[src/rtl/alu_ctrl_pkg.sv]
// Shared encodings for the execute-stage controller: RV32I opcodes, ALU op codes,
// sequencer states and the opcode classes consumed by the ALU op decoder.
package alu_ctrl_pkg;

  localparam logic [6:0] OPC_OP     = 7'b0110011;
  localparam logic [6:0] OPC_OP_IMM = 7'b0010011;
  localparam logic [6:0] OPC_LUI    = 7'b0110111;
  localparam logic [6:0] OPC_AUIPC  = 7'b0010111;
  localparam logic [6:0] OPC_LOAD   = 7'b0000011;
  localparam logic [6:0] OPC_STORE  = 7'b0100011;
  localparam logic [6:0] OPC_BRANCH = 7'b1100011;
  localparam logic [6:0] OPC_JAL    = 7'b1101111;
  localparam logic [6:0] OPC_JALR   = 7'b1100111;

  typedef enum logic [3:0] {
    ALU_ADD    = 4'd0,
    ALU_SUB    = 4'd1,
    ALU_SLL    = 4'd2,
    ALU_SLT    = 4'd3,
    ALU_SLTU   = 4'd4,
    ALU_XOR    = 4'd5,
    ALU_SRL    = 4'd6,
    ALU_SRA    = 4'd7,
    ALU_OR     = 4'd8,
    ALU_AND    = 4'd9,
    ALU_PASS_B = 4'd10
  } alu_op_e;

  typedef enum logic [1:0] {
    ST_IDLE  = 2'd0,
    ST_PASS1 = 2'd1,
    ST_PASS2 = 2'd2,
    ST_DONE  = 2'd3
  } state_e;

  // How the decoder should interpret funct3/funct7_5 for the current pass.
  typedef enum logic [2:0] {
    CLS_ADD    = 3'd0,
    CLS_OP     = 3'd1,
    CLS_OP_IMM = 3'd2,
    CLS_BRANCH = 3'd3,
    CLS_PASS_B = 3'd4
  } op_class_e;

  function automatic logic is_two_pass(input logic [6:0] opc);
    return (opc == OPC_BRANCH) || (opc == OPC_JAL) || (opc == OPC_JALR);
  endfunction

endpackage

[src/rtl/alu_exec_sequencer_alu_op_decoder.sv]
// Combinational ALU op decode from opcode class, funct3 and funct7_5.
// Shared with other pipeline stages, so it carries no sequencing knowledge.
module alu_op_decoder
  import alu_ctrl_pkg::*;
(
  input  op_class_e  op_class,
  input  logic [2:0] funct3,
  input  logic       funct7_5,
  output alu_op_e    alu_op
);

  always_comb begin
    alu_op = ALU_ADD;
    case (op_class)
      CLS_OP, CLS_OP_IMM: begin
        case (funct3)
          // Immediate forms never subtract: bit 30 is part of the immediate for ADDI.
          3'b000:  alu_op = (op_class == CLS_OP && funct7_5) ? ALU_SUB : ALU_ADD;
          3'b001:  alu_op = ALU_SLL;
          3'b010:  alu_op = ALU_SLT;
          3'b011:  alu_op = ALU_SLTU;
          3'b100:  alu_op = ALU_XOR;
          3'b101:  alu_op = funct7_5 ? ALU_SRA : ALU_SRL;
          3'b110:  alu_op = ALU_OR;
          default: alu_op = ALU_AND;
        endcase
      end
      CLS_BRANCH: begin
        case (funct3[2:1])
          2'b00:   alu_op = ALU_SUB;
          2'b10:   alu_op = ALU_SLT;
          2'b11:   alu_op = ALU_SLTU;
          default: alu_op = ALU_ADD;
        endcase
      end
      CLS_PASS_B: alu_op = ALU_PASS_B;
      default:    alu_op = ALU_ADD;
    endcase
  end

endmodule

[src/rtl/alu_exec_sequencer.sv]
// Execute-stage controller: accepts one decoded instruction, steers the operand muxes
// and ALU through one or two passes, strobes the result registers, then reports done.
module alu_exec_sequencer
  import alu_ctrl_pkg::*;
#(
  parameter int ALU_OP_W = 4,
  parameter int OPCODE_W = 7
) (
  input  logic                clk,
  input  logic                rst,
  input  logic                in_valid,
  output logic                in_ready,
  input  logic [OPCODE_W-1:0] opcode,
  input  logic [2:0]          funct3,
  input  logic                funct7_5,
  output logic                d1_sel,
  output logic                d2_sel,
  output logic                imm_four_sel,
  output logic [ALU_OP_W-1:0] alu_op,
  output logic                rd_capture,
  output logic                tgt_capture,
  output logic                cmp_capture,
  output logic                illegal,
  output logic                out_valid,
  input  logic                out_ready
);

  state_e              state, state_next;
  logic [OPCODE_W-1:0] opcode_q;
  logic [2:0]          funct3_q;
  logic                funct7_5_q;
  op_class_e           op_class;
  alu_op_e             dec_op;
  logic                instr_bad;

  // NOTE: sequential state uses non-blocking assignments so every flop samples
  // pre-edge values; the reset is synchronous, so it lives inside the clocked branch.
  always_ff @(posedge clk) begin
    if (rst) begin
      state      <= ST_IDLE;
      opcode_q   <= '0;
      funct3_q   <= '0;
      funct7_5_q <= 1'b0;
    end else begin
      state <= state_next;
      if (state == ST_IDLE && in_valid) begin
        opcode_q   <= opcode;
        funct3_q   <= funct3;
        funct7_5_q <= funct7_5;
      end
    end
  end

  always_comb begin
    case (opcode_q)
      OPC_OP, OPC_OP_IMM, OPC_LUI, OPC_AUIPC,
      OPC_LOAD, OPC_STORE, OPC_JAL, OPC_JALR: instr_bad = 1'b0;
      OPC_BRANCH: instr_bad = (funct3_q[2:1] == 2'b01);
      default:    instr_bad = 1'b1;
    endcase
  end

  // NOTE: every output and next-state gets a default first, so no path infers a latch.
  always_comb begin
    state_next   = state;
    in_ready     = 1'b0;
    d1_sel       = 1'b0;
    d2_sel       = 1'b0;
    imm_four_sel = 1'b0;
    op_class     = CLS_ADD;
    rd_capture   = 1'b0;
    tgt_capture  = 1'b0;
    cmp_capture  = 1'b0;
    illegal      = 1'b0;
    out_valid    = 1'b0;

    case (state)
      ST_IDLE: begin
        in_ready = 1'b1;
        if (in_valid) state_next = ST_PASS1;
      end

      ST_PASS1: begin
        state_next = (is_two_pass(opcode_q) && !instr_bad) ? ST_PASS2 : ST_DONE;
        if (!instr_bad) begin
          case (opcode_q)
            OPC_OP: begin
              op_class   = CLS_OP;
              rd_capture = 1'b1;
            end
            OPC_OP_IMM: begin
              d2_sel     = 1'b1;
              op_class   = CLS_OP_IMM;
              rd_capture = 1'b1;
            end
            OPC_LUI: begin
              d2_sel     = 1'b1;
              op_class   = CLS_PASS_B;
              rd_capture = 1'b1;
            end
            OPC_AUIPC: begin
              d1_sel     = 1'b1;
              d2_sel     = 1'b1;
              rd_capture = 1'b1;
            end
            OPC_LOAD, OPC_STORE: begin
              d2_sel     = 1'b1;
              rd_capture = 1'b1;
            end
            OPC_BRANCH: begin
              op_class    = CLS_BRANCH;
              cmp_capture = 1'b1;
            end
            OPC_JAL, OPC_JALR: begin
              // Link value: pc + 4.
              d1_sel       = 1'b1;
              d2_sel       = 1'b1;
              imm_four_sel = 1'b1;
              rd_capture   = 1'b1;
            end
            default: ;
          endcase
        end
      end

      ST_PASS2: begin
        state_next  = ST_DONE;
        d1_sel      = (opcode_q != OPC_JALR);
        d2_sel      = 1'b1;
        tgt_capture = 1'b1;
      end

      default: begin
        out_valid = 1'b1;
        illegal   = instr_bad;
        if (out_ready) state_next = ST_IDLE;
      end
    endcase
  end

  alu_op_decoder u_alu_op_decoder (
    .op_class (op_class),
    .funct3   (funct3_q),
    .funct7_5 (funct7_5_q),
    .alu_op   (dec_op)
  );

  assign alu_op = ALU_OP_W'(dec_op);

endmodule

[config.mk]
export PLATFORM = sky130hd
export DESIGN_NAME = alu_exec_sequencer
export DESIGN_NICKNAME = d
export VERILOG_FILES = /design/src/rtl/alu_ctrl_pkg.sv /design/src/rtl/alu_exec_sequencer_alu_op_decoder.sv /design/src/rtl/alu_exec_sequencer.sv
export SDC_FILE = /design/constraint.sdc
export NUM_CORES = 1
export LEC_CHECK = 0
export BUFFER_PORTS_ARGS = -buffer_cell sky130_fd_sc_hd__buf_2
export CAP_MARGIN = 20
export CORE_UTILIZATION = 53
export CTS_CLUSTER_DIAMETER = 120
export DETAILED_ROUTE_END_ITERATION = 7
export MAX_ROUTING_LAYER = met4
export PLACE_DENSITY_LB_ADDON = 0.12
export SYNTH_ARGS = -nofsm -noshare
export SYNTH_HDL_FRONTEND = slang
export SYNTH_SLANG_ARGS = --single-unit
[constraint.sdc]
create_clock -name clk -period 3 [get_ports clk]
set_input_delay 0.6 -clock clk [delete_from_list [all_inputs] [get_ports clk]]
set_output_delay 0.6 -clock clk [all_outputs]
set_load 0.03 [all_outputs]
### After elaboration in Yosys (flattened, before gate mapping)

Index checks and enable logic that the tools add are counted.

* reductions and logical operators: 17
* muxes and demuxes: 32
* eq/ne operators: 26

Operator list (count)
* case mux 4 bit (7 select lines): 1
* == test 7 x 6 -> 1 bit, second input constant: 3
* == test 7 bit, second input constant: 3
* two-way mux 1 bit: 20
* == test 7 x 5 -> 1 bit, second input constant: 2
* == test 3 x 2 -> 1 bit, second input constant: 4
* == test 3 bit, second input constant: 4
* case mux 3 bit (4 select lines): 1
* case mux 4 bit (3 select lines): 1
* case mux 3 bit (3 select lines): 1
* OR reduction 8 bit: 1
* == test 7 x 2 -> 1 bit, second input constant: 1
* != test 7 bit, second input constant: 1
* OR reduction 7 bit: 1
* == test 2 bit, second input constant: 3
* == test 3 x 1 -> 1 bit, second input constant: 2
* two-way mux 3 bit: 2
* case mux 1 bit (2 select lines): 3
* case mux 2 bit (3 select lines): 1
* OR reduction 3 bit: 2
* == test 2 x 1 -> 1 bit, second input constant: 2
* zero test 2 bit: 2
* two-way mux 2 bit: 2
* nonzero test 4 bit: 1
* other kinds (7): 11

* bits in registers: 13
* input port bits: 15
* output and inout port bits: 13

### Logic depth before layout (Yosys ltp)

* depth in word-level cells: 10
* gate-level depth with buffers: 6
* mapped depth without buffers: 6

### Hierarchy

A second synthesis with hierarchy kept.

* cells, all modules: 136
* area total of the unflattened synthesis: 1014.7 um2

Modules (own cells, without submodules)
* alu_exec_sequencer: instances 1, area each 850.8 um2, cells each 112
* alu_op_decoder: instances 1, area each 163.9 um2, cells each 24

### Worst setup path after synthesis

OpenSTA, ideal clock, no wires.

* kind: register -> output
* start: reg state[1]
* end: out alu_op[3]
* buffers on the path: 0
* stages on the path, launching flop included: 6
* path slack: 0.526 ns
* arrival: 1.874 ns
* required time: 2.400 ns
* path through: dfxtp_1 inv_1 ha_1 nand3_1 or3_1 o32ai_1

* cells in the longest elaborated chain, start to end: 5

RTL lines
* start, declared: line alu_exec_sequencer.sv:28 `state_e state, state_next;`
* start signal, assigned: line alu_exec_sequencer.sv:45 `state <= state_next;`
* == test 2 x 1 -> 1 bit (*): line alu_exec_sequencer.sv:77 `case (state)`
* two-way mux 3 bit (*): line alu_exec_sequencer.sv:77
* == test 3 x 2 -> 1 bit / == test 3 x 1 -> 1 bit (equally long branches): line alu_exec_sequencer_alu_op_decoder.sv:14 `case (op_class)`
* OR reduction 2 bit: line alu_exec_sequencer_alu_op_decoder.sv:14
* case mux 4 bit (3 select lines) (*): line alu_exec_sequencer_alu_op_decoder.sv:14
* end, declared: line alu_exec_sequencer.sv:19 `output logic [ALU_OP_W-1:0] alu_op,`

Every way passes the cells marked *; elsewhere a longest branch is shown, timed or not.

### Worst setup path in the final report

Same ends and word-level chain as after synthesis.

==> impl_metrics.tcl <==
set metrics [dict create \
    status "finished, final reports clean" \
    crit_path_start_kind "flip-flop" \
    cts_tree "done" \
    nFillCells 134 \
    place_area_um2 1010 \
    clk_pin_slew_ns 0.08 \
    clock.fmax_ghz 0.399 \
    fp.dieH_um 42.8 \
    drv_cap 0 \
    synth-seq-cells 13 \
    path_max_fanout 5 \
    grtUsageMet2_pct 35.5 \
    cts_buffers 3 \
    netlist_instances 122 \
    critPathRequiredTime_ns 2.40 \
    fin_crit_ns 2.51 \
    crit_path_end_kind "output port" \
    dp_hpwl_um 1460 \
    syn_area_per_cell_um2 7.24 \
    maxSlewViolCount 0 \
    synth_area_um2 883 \
    cts_root_buffer "clkbuf_4" \
    grtUsageTotal_pct 23.7 \
    place.gp.congestion 0.865 \
    max_slew_margin_pct 74.3 \
    antenna_cells 0 \
    ys_types 36 \
    grt_pass1_wl_um 3310 \
    final_cell_area_um2 1040 \
    first_global_vias 753 \
    start_util_pct 58.0 \
    num_vias 920 \
    grt_util_met3_pct 1.28 \
    clock_path_buffers 2 \
    cts_resized 0 \
    crit_type "reg2out" \
    min-delay-path-class "reg2reg" \
    drive_gt1_share_pct 22.3 \
    grt-ovfl-total 0 \
    drtIter0Drc 17 \
    layout.nets 169 \
    die_w_um 42.8 \
    final_antenna_net_count 0 \
    grt_use_met1_pct 33.3 \
    wl_um 1890 \
    drc_errors 0 \
    routedWlPerCell_um 11.5 \
    htreeDepth 1 \
    cts_hold_buf 0 \
    portBuffers 27 \
    core_area_um2 1520 \
    rsz0062_at_grt "no" \
    busiest_layer "met2" \
    ios 28 \
    grt_antenna_before_repair 0 \
    yosys_warnings 0 \
    finalCritPeriodShare_pct 83.6 \
    rows 14 \
    die_area_um2 1830 \
    post_cts_buffers 0 \
    powerDensity_nw_per_um2 709 \
    cts.sinks 13 \
    multiInputGateArea_um2 582 \
    final-seq-area_um2 260 \
    p_leak_nw 0.445 \
    cp.arrival_ns 1.91 \
    syn_nets 142 \
    setup_tns_ns 0 \
    hold_viol_final 0 \
    drt_pre_antenna_iters 4 \
    worst_pin_slew_ns 0.385 \
    via_per_inst 5.61 \
    areaGrowthSynthToFinish_pct 17.6 \
    grt_max_degree 15 \
    finalSetupViolations 0 \
    seq_area_frac_synth_pct 29.5 \
    fin_skew_ns 0.00218 \
    clock_latency_ns 0.27 \
    peakVddDrop_mv 0.531 \
]
-- path summary, 6_finish.rpt --
kind / from / to / slack [ns] / cells after the start
setup reg to reg: state[0] / state[0] / 1.26 / 6
hold / removal: funct7_5_q / funct7_5_q / 0.49 / 2
setup / recovery: state[1] / alu_op[3] / 0.49 / 6
hold reg to reg: funct7_5_q / funct7_5_q / 0.49 / 2
-- state kept, by name, summed over array words and instances, names as in the netlist --
register,cells
state,2
opcode_q,7
funct3_q,3
funct7_5_q,1
-- power breakdown --
| group | leakage, nW | switching [W] | total (W) | internal (W) |
|---|---|---|---|---|
| registers | 0.107 | 0.0000605 | 0.000273 | 0.000213 |
| logic | 0.323 | 0.000221 | 0.000359 | 0.000137 |
| clock network | 0.0150 | 0.0000527 | 0.000104 | 0.0000514 |
| total | 0.445 | 0.000335 | 0.000736 | 0.000401 |
-- layer usage --
| layer | up-vias | part of all wire (%) |
|---|---|---|
| met5 | - | 0 |
| met4 | 0 | 0.58 |
| met3 | 2 | 4.6 |
| met2 | 32 | 43 |
| met1 | 412 | 51 |
| li1 | 474 | - |
-- placed cells by master, fill, tap and decap left out, drive strengths merged, types with 2 or more instances in the layout --
| cell type | n |
|---|---|
| o21ai | 2 |
| mux2i | 3 |
| ha | 5 |
| inv | 4 |
| clkbuf | 4 |
| and2b | 2 |
| nor2b | 2 |
| nor2 | 11 |
| a21oi | 15 |
| nand2 | 30 |
| nand4 | 2 |
| nand3b | 3 |
| buf | 27 |
| nor4 | 2 |
| o21a | 3 |
| dfxtp | 13 |
-- kinds of logic after synthesis --
logic type                 share of synthesized area [%]
adders and majority gates                           7.08
buffers and inverters                               4.67
DFF                                                 29.5
AOI/OAI and AO/OA                                   21.2
muxes                                               3.40
and+or+nand+nor                                     34.1
-- cells in the mapped netlist, drive strengths merged --
master	n	share of area (%)
nand2b	1	0.71
nand3	1	0.57
a211oi	1	0.85
a2bb2oi	1	0.99
or2b	1	0.85
ha	5	7.1
dfxtp	13	29
clkbuf	4	1.7
o2111ai	1	0.99
a31oi	1	0.71
nor2	11	4.7
nor3	1	0.57
a21oi	15	8.5
o32a	1	1.1
nand3b	3	2.5
o22ai	1	0.71
mux2i	3	3.4
a21boi	1	0.85
nor4	2	1.4
o21a	3	2.5
and3b	1	1.1
nand4b	1	0.99
nor2b	2	1.4
nand4	2	1.4
inv	4	1.7
o2bb2ai	1	0.99
and2b	2	2.0
or3b	1	0.99
o21ai	2	1.1
and2	1	0.71
nand2	30	13
o32ai	1	0.99
and3	1	0.71
a21o	1	0.85
or3	1	0.71
buf	1	1.3
-- metrics by stage --
step / util (%) / instances / setup slack (ns) / hold WS, ns / power, W
2_1_floorplan: - / 122 / 0.526 / 0.446 / 0.000558
3_3_place_gp: 66.4 / 160 / 0.835 / 0.469 / 0.000623
4_1_cts: 68.1 / 164 / 0.486 / 0.489 / 0.000737
5_1_grt: 68.1 / 164 / 0.357 / 0.528 / 0.000797
6_report: 68.1 / 164 / 0.492 / 0.490 / 0.000736
3_5_place_dp: 66.4 / 160 / 0.798 / 0.479 / 0.000634
-- critical path, stage by stage, from the launching register on --
cell,delay (ns)
dfxtp_1,0.35
inv_1,0.09
ha_1,0.18
nand3_1,0.10
or3_1,0.40
o32ai_1,0.28
buf_2,0.24
-- area by class of cell --
type | count | area share (%)
Multi-Input combinational cell | 100 | 56.0
Inverter | 4 | 1.45
Clock buffer | 4 | 2.53
Sequential cell | 13 | 25.1
Timing Repair Buffer | 27 | 13.0
Tap cell | 16 | 1.93
Note: power is estimated with default switching activity, not from simulation.
